--- config.mk ---
export PLATFORM = sky130hd
export DESIGN_NAME = game_ctrl_flat
export DESIGN_NICKNAME = d
export VERILOG_FILES = /design/src/rtl/game_ctrl_if.sv /design/src/rtl/game_ctrl.sv /design/src/flat_wrapper.sv
export SDC_FILE = /design/constraint.sdc
export NUM_CORES = 1
export LEC_CHECK = 0
export BUFFER_PORTS_ARGS = -buffer_cell sky130_fd_sc_hd__clkbuf_2
export CAP_MARGIN = 20
export CORE_ASPECT_RATIO = 1.25
export CORE_UTILIZATION = 35
export CTS_CLUSTER_DIAMETER = 150
export CTS_CLUSTER_SIZE = 14
export DETAILED_ROUTE_END_ITERATION = 12
export MAX_ROUTING_LAYER = met4
export PLACE_DENSITY = 0.7
export SLEW_MARGIN = 20
export SYNTH_ARGS = -nofsm -noshare
export SYNTH_HDL_FRONTEND = slang
export SYNTH_SLANG_ARGS = --single-unit
--- constraint.sdc ---
create_clock -name ph1 -period 2.7 [get_ports ph1]
set_input_delay 0.27 -clock ph1 [delete_from_list [all_inputs] [get_ports ph1]]
set_output_delay 0.27 -clock ph1 [all_outputs]
set_load 0.02 [all_outputs]
--- src/rtl/game_ctrl_if.sv ---
// Player/board bus of the tic-tac-toe referee: requests and board image in, board write port and game status out.
interface game_ctrl_if;
    logic        new_game;
    logic        req_valid;
    logic        req_player;
    logic [1:0]  req_row;
    logic [1:0]  req_col;
    logic [17:0] registers;
    logic        write_error;
    logic        board_clr;
    logic [1:0]  xoro;
    logic [1:0]  row;
    logic [1:0]  col;
    logic        input_error;
    logic        ack;
    logic        nak;
    logic [1:0]  nak_code;
    logic        turn;
    logic [1:0]  winner;
    logic        draw;
    logic        game_over;
    logic [3:0]  move_count;
    logic [3:0]  score_x;
    logic [3:0]  score_o;

    modport slave (
        input  new_game, req_valid, req_player, req_row, req_col, registers, write_error,
        output board_clr, xoro, row, col, input_error, ack, nak, nak_code,
        output turn, winner, draw, game_over, move_count, score_x, score_o
    );

    modport master (
        output new_game, req_valid, req_player, req_row, req_col, registers, write_error,
        input  board_clr, xoro, row, col, input_error, ack, nak, nak_code,
        input  turn, winner, draw, game_over, move_count, score_x, score_o
    );
endinterface

--- src/rtl/game_ctrl.sv ---
// Tic-tac-toe turn scheduler and referee driving the 3x3 board write port.
// Define GAME_SCORE_EN to build the saturating per-player win counters.
module game_ctrl #(
    parameter bit FIRST_PLAYER = 1'b0,
    parameter int TIMEOUT      = 255
) (
    input  logic        ph1,
    input  logic        reset,
    game_ctrl_if.slave  bus
);

    localparam int TW = (TIMEOUT > 1) ? $clog2(TIMEOUT + 1) : 1;
    localparam logic [TW-1:0] TMO_LIM = TW'(TIMEOUT);

    typedef enum logic [2:0] {
        S_CLEAR,
        S_WAIT,
        S_WRITE,
        S_CHECK,
        S_OVER
    } state_t;

    state_t        r_state, w_state_nxt;
    logic          r_turn, w_turn_nxt;
    logic [1:0]    r_winner, w_winner_nxt;
    logic          r_draw, w_draw_nxt;
    logic          r_game_over, w_game_over_nxt;
    logic [3:0]    r_move_count, w_move_count_nxt;
    logic          r_ack, w_ack_nxt;
    logic          r_nak, w_nak_nxt;
    logic [1:0]    r_nak_code, w_nak_code_nxt;
    logic [1:0]    r_row, w_row_nxt;
    logic [1:0]    r_col, w_col_nxt;
    logic [TW-1:0] r_tmo, w_tmo_nxt;
    logic [8:0]    w_mask;
    logic          w_req_live;
    logic          w_wr;

    function automatic logic line_win(input logic [8:0] m);
        return (m[0] & m[1] & m[2]) | (m[3] & m[4] & m[5]) | (m[6] & m[7] & m[8]) |
               (m[0] & m[3] & m[6]) | (m[1] & m[4] & m[7]) | (m[2] & m[5] & m[8]) |
               (m[0] & m[4] & m[8]) | (m[2] & m[4] & m[6]);
    endfunction

    // Cells owned by the player whose move is being checked
    always_comb begin
        w_mask = '0;
        for (int i = 0; i < 9; i++) begin
            w_mask[i] = r_turn ? bus.registers[2*i+1] : bus.registers[2*i];
        end
    end

    // A request still held during its own ack/nak cycle must not be evaluated twice
    assign w_req_live = bus.req_valid && !r_ack && !r_nak;

    always_comb begin
        w_state_nxt      = r_state;
        w_turn_nxt       = r_turn;
        w_winner_nxt     = r_winner;
        w_draw_nxt       = r_draw;
        w_game_over_nxt  = r_game_over;
        w_move_count_nxt = r_move_count;
        w_ack_nxt        = 1'b0;
        w_nak_nxt        = 1'b0;
        w_nak_code_nxt   = 2'b00;
        w_row_nxt        = r_row;
        w_col_nxt        = r_col;
        w_tmo_nxt        = r_tmo;

        case (r_state)
            S_CLEAR: begin
                w_state_nxt      = S_WAIT;
                w_turn_nxt       = FIRST_PLAYER;
                w_winner_nxt     = 2'b00;
                w_draw_nxt       = 1'b0;
                w_game_over_nxt  = 1'b0;
                w_move_count_nxt = 4'd0;
            end
            S_WAIT: begin
                if (w_req_live && (bus.req_player != r_turn)) begin
                    w_nak_nxt      = 1'b1;
                    w_nak_code_nxt = 2'b01;
                end else if (w_req_live && ((bus.req_row == 2'd3) || (bus.req_col == 2'd3))) begin
                    w_nak_nxt      = 1'b1;
                    w_nak_code_nxt = 2'b10;
                end else if (w_req_live) begin
                    w_row_nxt   = bus.req_row;
                    w_col_nxt   = bus.req_col;
                    w_state_nxt = S_WRITE;
                end
                if (!(bus.req_valid && (bus.req_player == r_turn))) begin
                    w_tmo_nxt = r_tmo + TW'(1);
                    if ((TIMEOUT != 0) && (w_tmo_nxt == TMO_LIM)) begin
                        w_winner_nxt    = r_turn ? 2'b01 : 2'b10;
                        w_game_over_nxt = 1'b1;
                        w_state_nxt     = S_OVER;
                    end
                end
            end
            S_WRITE: begin
                if (bus.write_error) begin
                    w_nak_nxt      = 1'b1;
                    w_nak_code_nxt = 2'b11;
                    w_state_nxt    = S_WAIT;
                end else begin
                    w_ack_nxt   = 1'b1;
                    w_state_nxt = S_CHECK;
                end
            end
            S_CHECK: begin
                w_move_count_nxt = r_move_count + 4'd1;
                if (line_win(w_mask)) begin
                    w_winner_nxt    = r_turn ? 2'b10 : 2'b01;
                    w_game_over_nxt = 1'b1;
                    w_state_nxt     = S_OVER;
                end else if (r_move_count == 4'd8) begin
                    w_draw_nxt      = 1'b1;
                    w_game_over_nxt = 1'b1;
                    w_state_nxt     = S_OVER;
                end else begin
                    w_turn_nxt  = ~r_turn;
                    w_state_nxt = S_WAIT;
                end
            end
            S_OVER: begin
                if (w_req_live) begin
                    w_nak_nxt      = 1'b1;
                    w_nak_code_nxt = 2'b01;
                end
            end
            default: w_state_nxt = S_CLEAR;
        endcase

        if (w_state_nxt != S_WAIT) begin
            w_tmo_nxt = '0;
        end

        if (bus.new_game) begin
            w_state_nxt    = S_CLEAR;
            w_ack_nxt      = 1'b0;
            w_nak_nxt      = 1'b0;
            w_nak_code_nxt = 2'b00;
        end
    end

    always_ff @(posedge ph1) begin
        if (reset) begin
            r_state      <= S_CLEAR;
            r_turn       <= FIRST_PLAYER;
            r_winner     <= 2'b00;
            r_draw       <= 1'b0;
            r_game_over  <= 1'b0;
            r_move_count <= 4'd0;
            r_ack        <= 1'b0;
            r_nak        <= 1'b0;
            r_nak_code   <= 2'b00;
            r_tmo        <= '0;
        end else begin
            r_state      <= w_state_nxt;
            r_turn       <= w_turn_nxt;
            r_winner     <= w_winner_nxt;
            r_draw       <= w_draw_nxt;
            r_game_over  <= w_game_over_nxt;
            r_move_count <= w_move_count_nxt;
            r_ack        <= w_ack_nxt;
            r_nak        <= w_nak_nxt;
            r_nak_code   <= w_nak_code_nxt;
            r_tmo        <= w_tmo_nxt;
        end
    end

    always_ff @(posedge ph1) begin
        r_row <= w_row_nxt;
        r_col <= w_col_nxt;
    end

    // A WRITE overtaken by new_game is suppressed so the board never sees it
    assign w_wr            = (r_state == S_WRITE) && !bus.new_game;
    assign bus.board_clr   = reset || (r_state == S_CLEAR);
    assign bus.xoro        = w_wr ? (r_turn ? 2'b10 : 2'b01) : 2'b00;
    assign bus.row         = w_wr ? r_row : 2'b00;
    assign bus.col         = w_wr ? r_col : 2'b00;
    assign bus.input_error = !w_wr;
    assign bus.ack         = r_ack;
    assign bus.nak         = r_nak;
    assign bus.nak_code    = r_nak_code;
    assign bus.turn        = r_turn;
    assign bus.winner      = r_winner;
    assign bus.draw        = r_draw;
    assign bus.game_over   = r_game_over;
    assign bus.move_count  = r_move_count;

`ifdef GAME_SCORE_EN
    logic [3:0] r_score_x, r_score_o;
    logic       w_enter_over;

    assign w_enter_over = (w_state_nxt == S_OVER) && (r_state != S_OVER);

    // Scores survive new_game; only reset clears them
    always_ff @(posedge ph1) begin
        if (reset) begin
            r_score_x <= 4'd0;
            r_score_o <= 4'd0;
        end else if (w_enter_over) begin
            if ((w_winner_nxt == 2'b01) && (r_score_x != 4'hF)) r_score_x <= r_score_x + 4'd1;
            if ((w_winner_nxt == 2'b10) && (r_score_o != 4'hF)) r_score_o <= r_score_o + 4'd1;
        end
    end

    assign bus.score_x = r_score_x;
    assign bus.score_o = r_score_o;
`else
    assign bus.score_x = 4'd0;
    assign bus.score_o = 4'd0;
`endif

endmodule

--- src/flat_wrapper.sv ---
// flat-port wrapper written by rule: the top's interface ports become plain ports
module game_ctrl_flat 
#(
    parameter bit FIRST_PLAYER = 1'b0,
    parameter int TIMEOUT      = 255
)
  (ph1, reset, bus_new_game, bus_req_valid, bus_req_player, bus_req_row, bus_req_col, bus_registers, bus_write_error, bus_board_clr, bus_xoro, bus_row, bus_col, bus_input_error, bus_ack, bus_nak, bus_nak_code, bus_turn, bus_winner, bus_draw, bus_game_over, bus_move_count, bus_score_x, bus_score_o);
  game_ctrl_if bus_i ();
  input  logic ph1;
  input  logic reset;
  input wire logic [$bits(bus_i.new_game)-1:0] bus_new_game;
  input wire logic [$bits(bus_i.req_valid)-1:0] bus_req_valid;
  input wire logic [$bits(bus_i.req_player)-1:0] bus_req_player;
  input wire logic [$bits(bus_i.req_row)-1:0] bus_req_row;
  input wire logic [$bits(bus_i.req_col)-1:0] bus_req_col;
  input wire logic [$bits(bus_i.registers)-1:0] bus_registers;
  input wire logic [$bits(bus_i.write_error)-1:0] bus_write_error;
  output wire logic [$bits(bus_i.board_clr)-1:0] bus_board_clr;
  output wire logic [$bits(bus_i.xoro)-1:0] bus_xoro;
  output wire logic [$bits(bus_i.row)-1:0] bus_row;
  output wire logic [$bits(bus_i.col)-1:0] bus_col;
  output wire logic [$bits(bus_i.input_error)-1:0] bus_input_error;
  output wire logic [$bits(bus_i.ack)-1:0] bus_ack;
  output wire logic [$bits(bus_i.nak)-1:0] bus_nak;
  output wire logic [$bits(bus_i.nak_code)-1:0] bus_nak_code;
  output wire logic [$bits(bus_i.turn)-1:0] bus_turn;
  output wire logic [$bits(bus_i.winner)-1:0] bus_winner;
  output wire logic [$bits(bus_i.draw)-1:0] bus_draw;
  output wire logic [$bits(bus_i.game_over)-1:0] bus_game_over;
  output wire logic [$bits(bus_i.move_count)-1:0] bus_move_count;
  output wire logic [$bits(bus_i.score_x)-1:0] bus_score_x;
  output wire logic [$bits(bus_i.score_o)-1:0] bus_score_o;
  assign bus_i.new_game = bus_new_game;
  assign bus_i.req_valid = bus_req_valid;
  assign bus_i.req_player = bus_req_player;
  assign bus_i.req_row = bus_req_row;
  assign bus_i.req_col = bus_req_col;
  assign bus_i.registers = bus_registers;
  assign bus_i.write_error = bus_write_error;
  assign bus_board_clr = bus_i.board_clr;
  assign bus_xoro = bus_i.xoro;
  assign bus_row = bus_i.row;
  assign bus_col = bus_i.col;
  assign bus_input_error = bus_i.input_error;
  assign bus_ack = bus_i.ack;
  assign bus_nak = bus_i.nak;
  assign bus_nak_code = bus_i.nak_code;
  assign bus_turn = bus_i.turn;
  assign bus_winner = bus_i.winner;
  assign bus_draw = bus_i.draw;
  assign bus_game_over = bus_i.game_over;
  assign bus_move_count = bus_i.move_count;
  assign bus_score_x = bus_i.score_x;
  assign bus_score_o = bus_i.score_o;
  game_ctrl #(.FIRST_PLAYER(FIRST_PLAYER), .TIMEOUT(TIMEOUT)) u_core (.ph1(ph1), .reset(reset), .bus(bus_i));
endmodule
==> results.yml <==
placement:
  dp_hpwl_um: 3010
  dp.cells: 308
  place.gp.congestion: 0.8666
  io_buffer_count: 48
cts:
  post-cts-setup-buffers: 0
  root_buffer: "clkbuf_8"
  path_clk_slew_ps: 100
  clk_path_buf_depth: 2
  clock_sinks: 28
  clk_latency_ps: 280
  ctsResizeCount: 0
  tritoncts: "built"
  postCtsHoldBufs: 0
  cts_buffers: 3
  h-tree-depth: 1
finish:
  area_delta_synth_final_pct: 20.16
  n_fill_cell: 486
  drive_gt1_share_pct: 25.79
  n_antenna_cell: 0
  multi_input_area_mm2: 0.001033
  nNetsFinal: 285
  seq_area_um2: 600.6
  stdcell_count: 312
critical_path:
  crit_fanout: 8
  cp-end-kind: "register"
  cp.arrival_ps: 2330
  cp.required_ps: 2850
  worstSetupStartpointType: "register"
  critPathKind: "reg -> reg"
detailed_routing:
  drtIter0Drc: 78
  vias_per_cell: 5.199
  drc: 0
  ant_nets: 0
  wl_met1_um: 1778
  wl_per_cell_um: 12.61
  wirelength_um: 3935
  num_vias: 1622
  dr_wl_met3_um: 145
  drtPass1Iterations: 4
  highest-signal-layer: "met4"
  met2_length_um: 1961
die:
  ios: 57
  num_rows: 28
  die_area_mm2: 0.005216
  die_y_um: 80.50
  start_util_pct: 36.48
  core_region_area_mm2: 0.004730
  fp.dieW_um: 64.80
yosys:
  synth_edf_count: 4
  synthArstFlopShare_pct: 0
  synth-seq-cells: 28
  ys_warn_count: 0
  ys.flop_type: "dfxtp_1"
  syn_area_per_cell_um2: 8.417
  synth_cells: 205
  seq_area_frac_synth_pct: 34.81
  syn-cell-area_mm2: 0.001725
  synth_cell_types: 49
grt:
  grt_antenna_before_repair: 0
  grt_pass1_vias: 1484
  grt_pass1_wl_um: 6499
  grt_overflow_total: 0
  grt_usage_pct: 16.03
  grt_max_degree: 17
run_status:
  outcome: "completed"
sta:
  final_max_slew_viol_count: 0
  fmax_ghz: 0.4583
  finalClockSkew_ps: 3.406
  fin_crit_ps: 2182
  setup_violations: 0
  rsz0062_at_grt: "false"
  setup_tns_ps: 0
  worst_pin_slew_ps: 700.8
  slew_headroom_pct: 52.69
  final_hold_viol_count: 0
  period_share_pct: 80.81
power_and_ir_drop:
  vdd_drop_max_mv: 0.1994
  p_leak_nw: 0.8493
  p_per_area_mw_per_mm2: 425.9
flow_run:
  maxCapViolCount: 0
hold_path:
  hold_path.class: "in -> reg"
-- power by group --
| part | leakage [nW] | total [W] | internal (W) | switching [W] |
|---|---|---|---|---|
| clock network | 0.0357 | 0.000331 | 0.000199 | 0.000133 |
| registers | 0.230 | 0.000432 | 0.000427 | 0.00000503 |
| logic | 0.584 | 0.000120 | 0.0000492 | 0.0000706 |
| total | 0.849 | 0.000883 | 0.000675 | 0.000208 |
-- layer usage --
metal | global-route usage, % | vias up
li1 | - | 824
met1 | 19.12 | 749
met2 | 28.02 | 43
met3 | 1.847 | 6
met4 | 4.667 | 0
met5 | - | -
-- layout by cell type (no fill, tap or decap), drive strengths merged, types with 7 or more instances in the layout --
| master | count |
|---|---|
| nand3 | 7 |
| dfxtp | 24 |
| a22o | 9 |
| a21oi | 14 |
| nor2 | 22 |
| conb | 8 |
| nand2 | 16 |
| clkbuf | 51 |
| nor3 | 7 |
| xnor2 | 7 |
| and2 | 7 |
| o21ai | 7 |
-- layout make-up --
| cell class | instances | share of cell area (%) |
|---|---|---|
| multi-input cells | 162 | 49.85 |
| flip-flops and latches | 28 | 28.97 |
| repair buffers | 52 | 13.04 |
| well taps | 60 | 3.621 |
| clock buffers | 3 | 1.992 |
| clock inverters | 1 | 1.448 |
| inverters | 6 | 1.086 |
-- synthesized netlist by cell type (all sizes together) (3+ instances only) --
library cell / count / area (um2)
dfxtp: 24 / 480.5
nor2: 22 / 82.58
nand2: 16 / 60.06
a21oi: 14 / 85.09
buf: 12 / 80.08
a22o: 9 / 78.83
and2: 7 / 43.79
nand3: 7 / 40.04
nor3: 7 / 40.04
o21ai: 7 / 35.03
xnor2: 7 / 61.31
inv: 6 / 22.52
nand2b: 6 / 37.54
nor2b: 5 / 31.28
a22oi: 4 / 35.03
clkbuf: 4 / 15.01
edfxtp: 4 / 120.1
ha: 4 / 50.05
nand4: 4 / 25.02
xor2: 4 / 35.03
a211oi: 3 / 35.03
o32ai: 3 / 26.28
-- registers in the layout, indices dropped and copies added, names as in the netlist --
signal                 count
u_core.bus.draw            1
u_core.bus.nak             1
u_core.bus.nak_code        2
u_core.bus.winner          2
u_core.bus.game_over       1
u_core.r_state             3
u_core.r_tmo               8
u_core.bus.turn            1
u_core.r_row               2
u_core.bus.move_count      4
u_core.bus.ack             1
u_core.r_col               2
-- worst paths after layout --
kind,start,end,slack [ps],cells past startpoint
setup / recovery,u_core.r_tmo[0],u_core.r_tmo[1],520,7
hold / removal,bus_req_col[0],u_core.r_col[0],200,1
setup reg to reg,u_core.r_tmo[0],u_core.r_tmo[1],520,7
hold reg to reg,u_core.bus.draw,u_core.bus.draw,510,2
-- cell families after synthesis --
family                     synth area share, %
AOI/OAI and AO/OA                        24.58
xor gates and xnor gates                 5.584
adders and majority gates                2.901
buffers and inverters                    6.816
DFF                                      34.81
muxes                                   0.5802
other                                   0.2173
and+or+nand+nor                          24.51
-- critical path: stages (launching register included) --
cell	delay, ps
dfxtp_1	450
ha_1	320
nand2_1	110
nor3_1	230
o311a_1	360
o21ai_0	140
a22oi_2	380
a211oi_1	80
-- stage by stage --
step	power, W	util, %	hold slack (ps)	instance area [um2]	worst slack [ps]
2_1_floorplan	0.0005264	-	346.0	1752	849.4
3_3_place_gp	0.0005598	42.33	473.0	2002	598.8
3_5_place_dp	0.0005614	42.33	465.2	2002	565.7
4_1_cts	0.0008877	43.84	198.0	2073	516.0
5_1_grt	0.0009201	43.84	193.9	2073	256.7
6_report	0.0008830	43.84	199.6	2073	518.1
Note: power is estimated with default switching activity, not from simulation.
